<file path="src/rtl/twos_comp_pkg.sv">
// twos_comp_pkg: shared state encoding, sign extension and signed range helpers.
package twos_comp_pkg;
    typedef enum logic {ST_ACC = 1'b0, ST_OUT = 1'b1} state_t;
    function automatic logic [63:0] sext(input logic [63:0] v, input int w);
        return 64'($signed(v << (64 - w)) >>> (64 - w));
    endfunction
    function automatic logic [63:0] acc_max(input int w);
        return (64'd1 << (w - 1)) - 64'd1;
    endfunction
    function automatic logic [63:0] acc_min(input int w);
        return ~acc_max(w);
    endfunction
endpackage

</file>
<file path="src/rtl/tc_sat_adder.sv">
// tc_sat_adder: signed add with overflow detect; clamps when TC_ACC_SATURATE_EN is defined.
module tc_sat_adder #(
    parameter int W = 8
) (
    input  logic [W-1:0] a,
    input  logic [W-1:0] b,
    output logic [W-1:0] sum,
    output logic         ovf
);
    logic [W-1:0] raw;
    always_comb begin
        raw = a + b;
        ovf = (a[W-1] == b[W-1]) && (raw[W-1] != a[W-1]);
`ifdef TC_ACC_SATURATE_EN
        sum = ovf ? (a[W-1] ? W'(twos_comp_pkg::acc_min(W)) : W'(twos_comp_pkg::acc_max(W))) : raw;
`else
        sum = raw;
`endif
    end
endmodule

</file>
<file path="src/rtl/twos_comp_frame_acc.sv">
// twos_comp_frame_acc: sums FRAME_LEN signed words per frame and hands out the total with a
// sticky overflow flag; define TC_ACC_SATURATE_EN to clamp instead of wrap.
module twos_comp_frame_acc
    import twos_comp_pkg::*;
#(
    parameter int IN_W      = 4,
    parameter int ACC_W     = 8,
    parameter int FRAME_LEN = 4
) (
    input  logic             clk,
    input  logic             rst,
    input  logic             clr,
    input  logic             in_valid,
    output logic             in_ready,
    input  logic [IN_W-1:0]  in_data,
    output logic             out_valid,
    input  logic             out_ready,
    output logic [ACC_W-1:0] out_data,
    output logic             out_ovf
);
    localparam int CW = $clog2(FRAME_LEN) + 1;
    state_t          state;
    logic [CW-1:0]   count;
    logic [ACC_W-1:0] acc, sum, addend;
    logic            ovf_r, ovf;
    assign addend   = ACC_W'(sext(64'(in_data), IN_W));
    assign in_ready = (state == ST_ACC);
    tc_sat_adder #(.W(ACC_W)) u_add (.a(acc), .b(addend), .sum(sum), .ovf(ovf));
    always_ff @(posedge clk or posedge rst) begin
        if (rst) begin
            state     <= ST_ACC;
            count     <= '0;
            acc       <= '0;
            ovf_r     <= 1'b0;
            out_valid <= 1'b0;
            out_data  <= '0;
            out_ovf   <= 1'b0;
        end else if (clr) begin
            state     <= ST_ACC;
            count     <= '0;
            acc       <= '0;
            ovf_r     <= 1'b0;
            out_valid <= 1'b0;
            out_data  <= '0;
            out_ovf   <= 1'b0;
        end else if (state == ST_ACC) begin
            if (in_valid && in_ready) begin
                acc   <= sum;
                count <= count + 1'b1;
                ovf_r <= ovf_r | ovf;
                if (count == CW'(FRAME_LEN - 1)) begin
                    out_data  <= sum;
                    out_ovf   <= ovf_r | ovf;
                    out_valid <= 1'b1;
                    state     <= ST_OUT;
                end
            end
        end else if (out_valid && out_ready) begin
            out_valid <= 1'b0;
            acc       <= '0;
            count     <= '0;
            ovf_r     <= 1'b0;
            state     <= ST_ACC;
        end
    end
endmodule
</file>
<file path="config.mk">
export PLATFORM = sky130hd
export DESIGN_NAME = twos_comp_frame_acc
export DESIGN_NICKNAME = d
export VERILOG_FILES = /design/src/rtl/twos_comp_pkg.sv /design/src/rtl/tc_sat_adder.sv /design/src/rtl/twos_comp_frame_acc.sv
export SDC_FILE = /design/constraint.sdc
export NUM_CORES = 1
export LEC_CHECK = 0
export CORE_ASPECT_RATIO = 1.2
export CORE_UTILIZATION = 55
export CTS_BUF_LIST = sky130_fd_sc_hd__clkbuf_8
export CTS_CLUSTER_SIZE = 12
export DETAILED_ROUTE_END_ITERATION = 8
export MAX_ROUTING_LAYER = met4
export PLACE_DENSITY = 0.83
export SLEW_MARGIN = 10
export SYNTH_ARGS = -nofsm -noshare
export SYNTH_HDL_FRONTEND = slang
export SYNTH_SLANG_ARGS = --single-unit
</file>
<file path="constraint.sdc">
create_clock -name clk -period 3.5 [get_ports clk]
set_input_delay 1.05 -clock clk [delete_from_list [all_inputs] [get_ports clk]]
set_output_delay 1.05 -clock clk [all_outputs]
set_load 0.01 [all_outputs]
</file>
### Word level (Yosys, flattened, before mapping)

Index checks and enable logic that the tools add are counted.
Widths: inputs -> output; s select.

* div/mod/pow operators: 0
* add/subtract/negate cells: 2
* reduce and logical (&&, ||, !) cells: 10
* bitwise logic cells: 2
* multiply operators: 0
* order comparisons: 0
* equality and inequality tests: 5
* multiplexer cells: 29
* shift operators: 0

Operators with widths (number)
* $mux 8: 8
* $mux 1: 17
* $mux 3: 4
* $add 8x8->8: 1
* $reduce_and 3->1: 2
* $reduce_bool 3->1: 2
* $reduce_bool 2->1: 2
* $add 3x1->3 const B: 1
* $eq 3x2->1 const B: 1
* $logic_and 1x1->1: 3
* $ne 3x2->1 const B: 1
* $ne 2x2->1 const B: 1
* $reduce_and 2->1: 1
* $eq 1x1->1: 1
* $ne 1x1->1: 1
* $not 1->1: 1
* $or 1x1->1: 1

* bits in writable memories: 0
* flip-flop bits (word level): 23
* ROM bits: 0
* memories: 0
* logic and storage cells: 55
* bits in latches: 0

### Longest topological paths before layout

* depth in word-level cells: 8
* mapped depth: 7
* gate-level depth less buffers: 7

### Modules after synthesis

A second synthesis with hierarchy kept.

* cell total of the unflattened synthesis: 123
* area, all modules: 1352.5 µm²

Modules (own cells, without submodules)
* twos_comp_frame_acc: cells an instance 89, sequential area each 575.6 µm², times used 1, area each 1073.5 µm²
* tc_sat_adder: cells an instance 34, sequential area each 0.0 µm², times used 1, area each 279.0 µm²

### Least setup slack after synthesis

OpenSTA, ideal clock, no wires.

* path kind: input to register
* start point: in in_data[0]
* end point: reg out_data[6]
* path buffers: 0
* arrival: 2563 ps
* stages: 7
* path slack: 805 ps
* path through: ha_1 > fa_1 > a21o_2 > a21o_1 > a21oi_1 > mux2i_1 > o211ai_1

* cells in the longest elaborated chain, start to end: 5

Ends and longest elaborated chain
* start, declared: line twos_comp_frame_acc.sv:15 `input logic [IN_W-1:0] in_data,`
* $add 8x8->8: line tc_sat_adder.sv:12 `raw = a + b;`
* $mux 8: line twos_comp_frame_acc.sv:51 `if (count == CW'(FRAME_LEN - 1)) begin`
* $mux 8: line twos_comp_frame_acc.sv:47 `if (in_valid && in_ready) begin`
* $mux 8: line twos_comp_frame_acc.sv:46 `end else if (state == ST_ACC) begin`
* $mux 8: line twos_comp_frame_acc.sv:38 `end else if (clr) begin`
* end signal, assigned: line twos_comp_frame_acc.sv:52 `out_data <= sum;`
* end, declared: line twos_comp_frame_acc.sv:18 `output logic [ACC_W-1:0] out_data,`

Every way passes these cells. The select of a mux whose other input is x is not followed.
A chain may end at the register's enable or synchronous reset.

### Worst setup path after layout

* start point: in in_data[3]
* end point: reg acc[7]

* cells in the longest elaborated chain, start to end: 4

Ends and longest elaborated chain
* $add 8x8->8: line tc_sat_adder.sv:12
* $mux 8: line twos_comp_frame_acc.sv:47
* $mux 8: line twos_comp_frame_acc.sv:46
* $mux 8: line twos_comp_frame_acc.sv:38
* end signal, assigned: line twos_comp_frame_acc.sv:48 `acc <= sum;`
* end, declared: line twos_comp_frame_acc.sv:24 `logic [ACC_W-1:0] acc, sum, addend;`

Every way passes these cells. The select of a mux whose other input is x is not followed.

==> results.cfg <==
[pwr]
p_leak_uw = 0.000742
vdd_drop_max_v = 0.000325
power_uw = 652
powerDensity_mw_per_mm2 = 411

[die]
ios = 20
fp-row-count = 19
dieArea_sq_mm = 0.00262
start_util_pct = 58.2
dieHeight_um = 55.8
core_sq_mm = 0.00228
die_x_um = 46.9

[cells_and_area]
fill_cells = 187
drive_gt1_share_pct = 7.69
area_growth_pct = 19.3
finalNonFillerCells = 174
fin_nets = 163
diodes = 0

[setup_path]
max_stage_delay_ns = 0.60
crit_slowest_cell = clkdlybuf4s50_1
cp_num_cells = 7
cp.arrival_ns = 3.23
start_kind = input pin
end_kind = flop
rr_worst_depth = 7
cp_max_fo = 9
path_buf_inv = 1
startpoint = in_data[3]
crit_chain = clkdlybuf4s50_1, ha_1, a21oi_1, o21bai_1, a211oi_4, mux2_2, o211ai_1
critPathKind = input pin to flop
critPathTopFamily = compound AO/OA/AOI/OAI gates
cp.required_ns = 3.68
r2r_start = acc[0]

[logic_synthesis]
syn_inst = 122
synthTopCellsByArea = dfrtp_1, a22o_1, ha_1
syn_nets = 141
yosysUniqueCellTypes = 35
yosysTopAreaCellShare_pct = 43.3
avgSynthCellArea_sq_um = 10.9
syn_area_sq_mm = 0.00133
yosys.area.top_type = dfrtp_1
seq_area_frac_synth_pct = 43.3
ys_warn_count = 0
ys_seq_elements = 23

[place]
hpwl_um = 1950
port_buffers = 19
dp_cells = 170
routabilityCongestion = 0.843

[worst_hold_path]
whs_path_depth = 2
hp-start = count[2]
min_path_type = flop to flop

[sta]
tns_ns = 0
period_share_pct = 87.0
fmax_ghz = 0.328
finClkSkew_ns = 0.00293
fin_crit_ns = 3.04
rsz0062_at_grt = no
setup_viol = 0
slew_viol_final = 0
tightestPinTransition_ns = 0.851
relSlewSlack_pct = 43.2
hold_violations = 0

[drt]
viasPerCell = 5.87
vias = 1021
route.antenna.remaining_nets = 0
drt_iter0_markers = 19
drt_wl_total_um = 2720
drc = 0
drtPass1Iterations = 4
wire_per_inst_um = 15.6

[global_route]
antenna_found_initial = 0
grt_usage_pct = 24.0
grt_pass1_wl_um = 4410
first_global_vias = 980
grt_max_degree = 24
grt_overflow = 0

[cts]
postCtsHoldBufs = 0
post_cts.repair.setup_buffers = 0
root_buffer = clkbuf_8
clkSlewWorstSetupHoldPaths_ns = 0.08
cts.sinks = 23
cts_tree = done
ctsResizeCount = 0
htree_levels = 1
numCtsBuffers = 3
clk-insertion-delay-late_ns = 0.27
clockBufferDepth = 2

[flow_run]
max_cap_violations = 0

[outcome]
status = finished, final reports clean
==> state kept, by name, summed over array words and instances, names as in the netlist <==
name and cells:
acc 8, count 3, out_data 8, out_ovf 1, out_valid 1, ovf_r 1, state 1
==> final timing paths <==
check | end | slack (ns)
worst max register to register | acc[6] | 1.35
max in group asynchronous | acc[6] | 1.72
worst min-delay path | count[2] | 0.49
min in group asynchronous | count[0] | 1.26
worst max-delay path | acc[7] | 0.46
worst min register to register | count[2] | 0.49
==> power by group <==
group | switching, uW | leakage [uW] | internal [uW] | total [uW]
combinational | 98.9 | 0.000401 | 88.2 | 187
clock | 86.6 | 0.0000269 | 78.4 | 165
sequential | 15.2 | 0.000314 | 285 | 300
total | 201 | 0.000742 | 451 | 652
==> Yosys cell counts <==
| cell | instances |
|---|---|
| a21oi_1 | 5 |
| o21ai_0 | 6 |
| a21o_1 | 2 |
| a32o_1 | 1 |
| xor2_1 | 3 |
| o21ai_1 | 2 |
| and2_1 | 2 |
| buf_6 | 2 |
| nand3_1 | 1 |
| dfrtp_1 | 23 |
| nor2b_1 | 3 |
| nand2b_1 | 2 |
| inv_1 | 4 |
| xnor2_1 | 3 |
| nor3_2 | 1 |
| a211oi_2 | 1 |
| a21o_2 | 1 |
| nor3_1 | 1 |
| nand3b_1 | 3 |
| buf_2 | 2 |
| a22oi_1 | 1 |
| a22o_1 | 13 |
| ha_1 | 9 |
| fa_1 | 1 |
| o211ai_1 | 2 |
| a211oi_4 | 1 |
| nor2b_2 | 1 |
| o21bai_1 | 2 |
| xnor3_1 | 1 |
| nand2_1 | 13 |
| mux2i_1 | 3 |
| mux2_2 | 1 |
| a311oi_1 | 1 |
| a31oi_1 | 1 |
| nor2_1 | 4 |
==> metrics by stage <==
| step | utilization, % | area, sq um | worst slack, ns | hold WS, ns |
|---|---|---|---|---|
| 2_1_floorplan | - | 1330 | 0.805 | 0.450 |
| 3_3_place_gp | 67.5 | 1540 | 0.282 | 0.463 |
| 3_5_place_dp | 67.5 | 1540 | 0.205 | 0.477 |
| 4_1_cts | 69.5 | 1590 | 0.458 | 0.495 |
| 5_1_grt | 69.5 | 1590 | 0.325 | 0.510 |
| 6_report | 69.5 | 1590 | 0.456 | 0.493 |
==> layout by cell type, fill, tap and decap left out, drive strengths merged, types with 4 or more instances in the layout <==
master / instances
nor2b: 4
inv: 5
a22o: 13
clkdlybuf4s50: 19
dfrtp: 23
ha: 9
o21ai: 8
nand2: 13
nor2: 4
a21oi: 5
==> metal layers <==
layer	GRT usage (%)	routed length [um]	vias up
met5	-	0	-
met4	8.57	44	0
met3	1.95	101	5
met2	37.1	1390	35
met1	32.6	1190	495
li1	-	-	486
==> logic make-up (layout without fill, tap and decap cells) <==
logic type,after synthesis,count (layout),synth area share (%)
buffers and inverters,8,29,3.58
flip-flops,23,23,43.3
AND/OR/NAND/NOR,31,31,12.0
XOR/XNOR,7,7,5.65
adder cells (fa/ha/maj),10,10,9.98
multiplexers,4,4,3.11
AO/OA/AOI/OAI,39,39,22.4
==> layout make-up <==
type,instances,area (sq um),area share [%]
clock inverters,1,3.75,0.237
inverters,4,15.0,0.947
flip-flops and latches,23,576,36.3
repair buffers,21,205,12.9
clock buffers,3,41.3,2.60
multi-input cells,91,706,44.5
well taps,31,38.8,2.45
==> tightest hold or removal path: cells and delay by family, from the launching register on <==
kind	cells	cell delay [ns]
AOI/OAI and AO/OA	1	0.06
DFF	1	0.35
and+or+nand+nor	1	0.05
No activity file was read; power rests on OpenSTA's default activity.
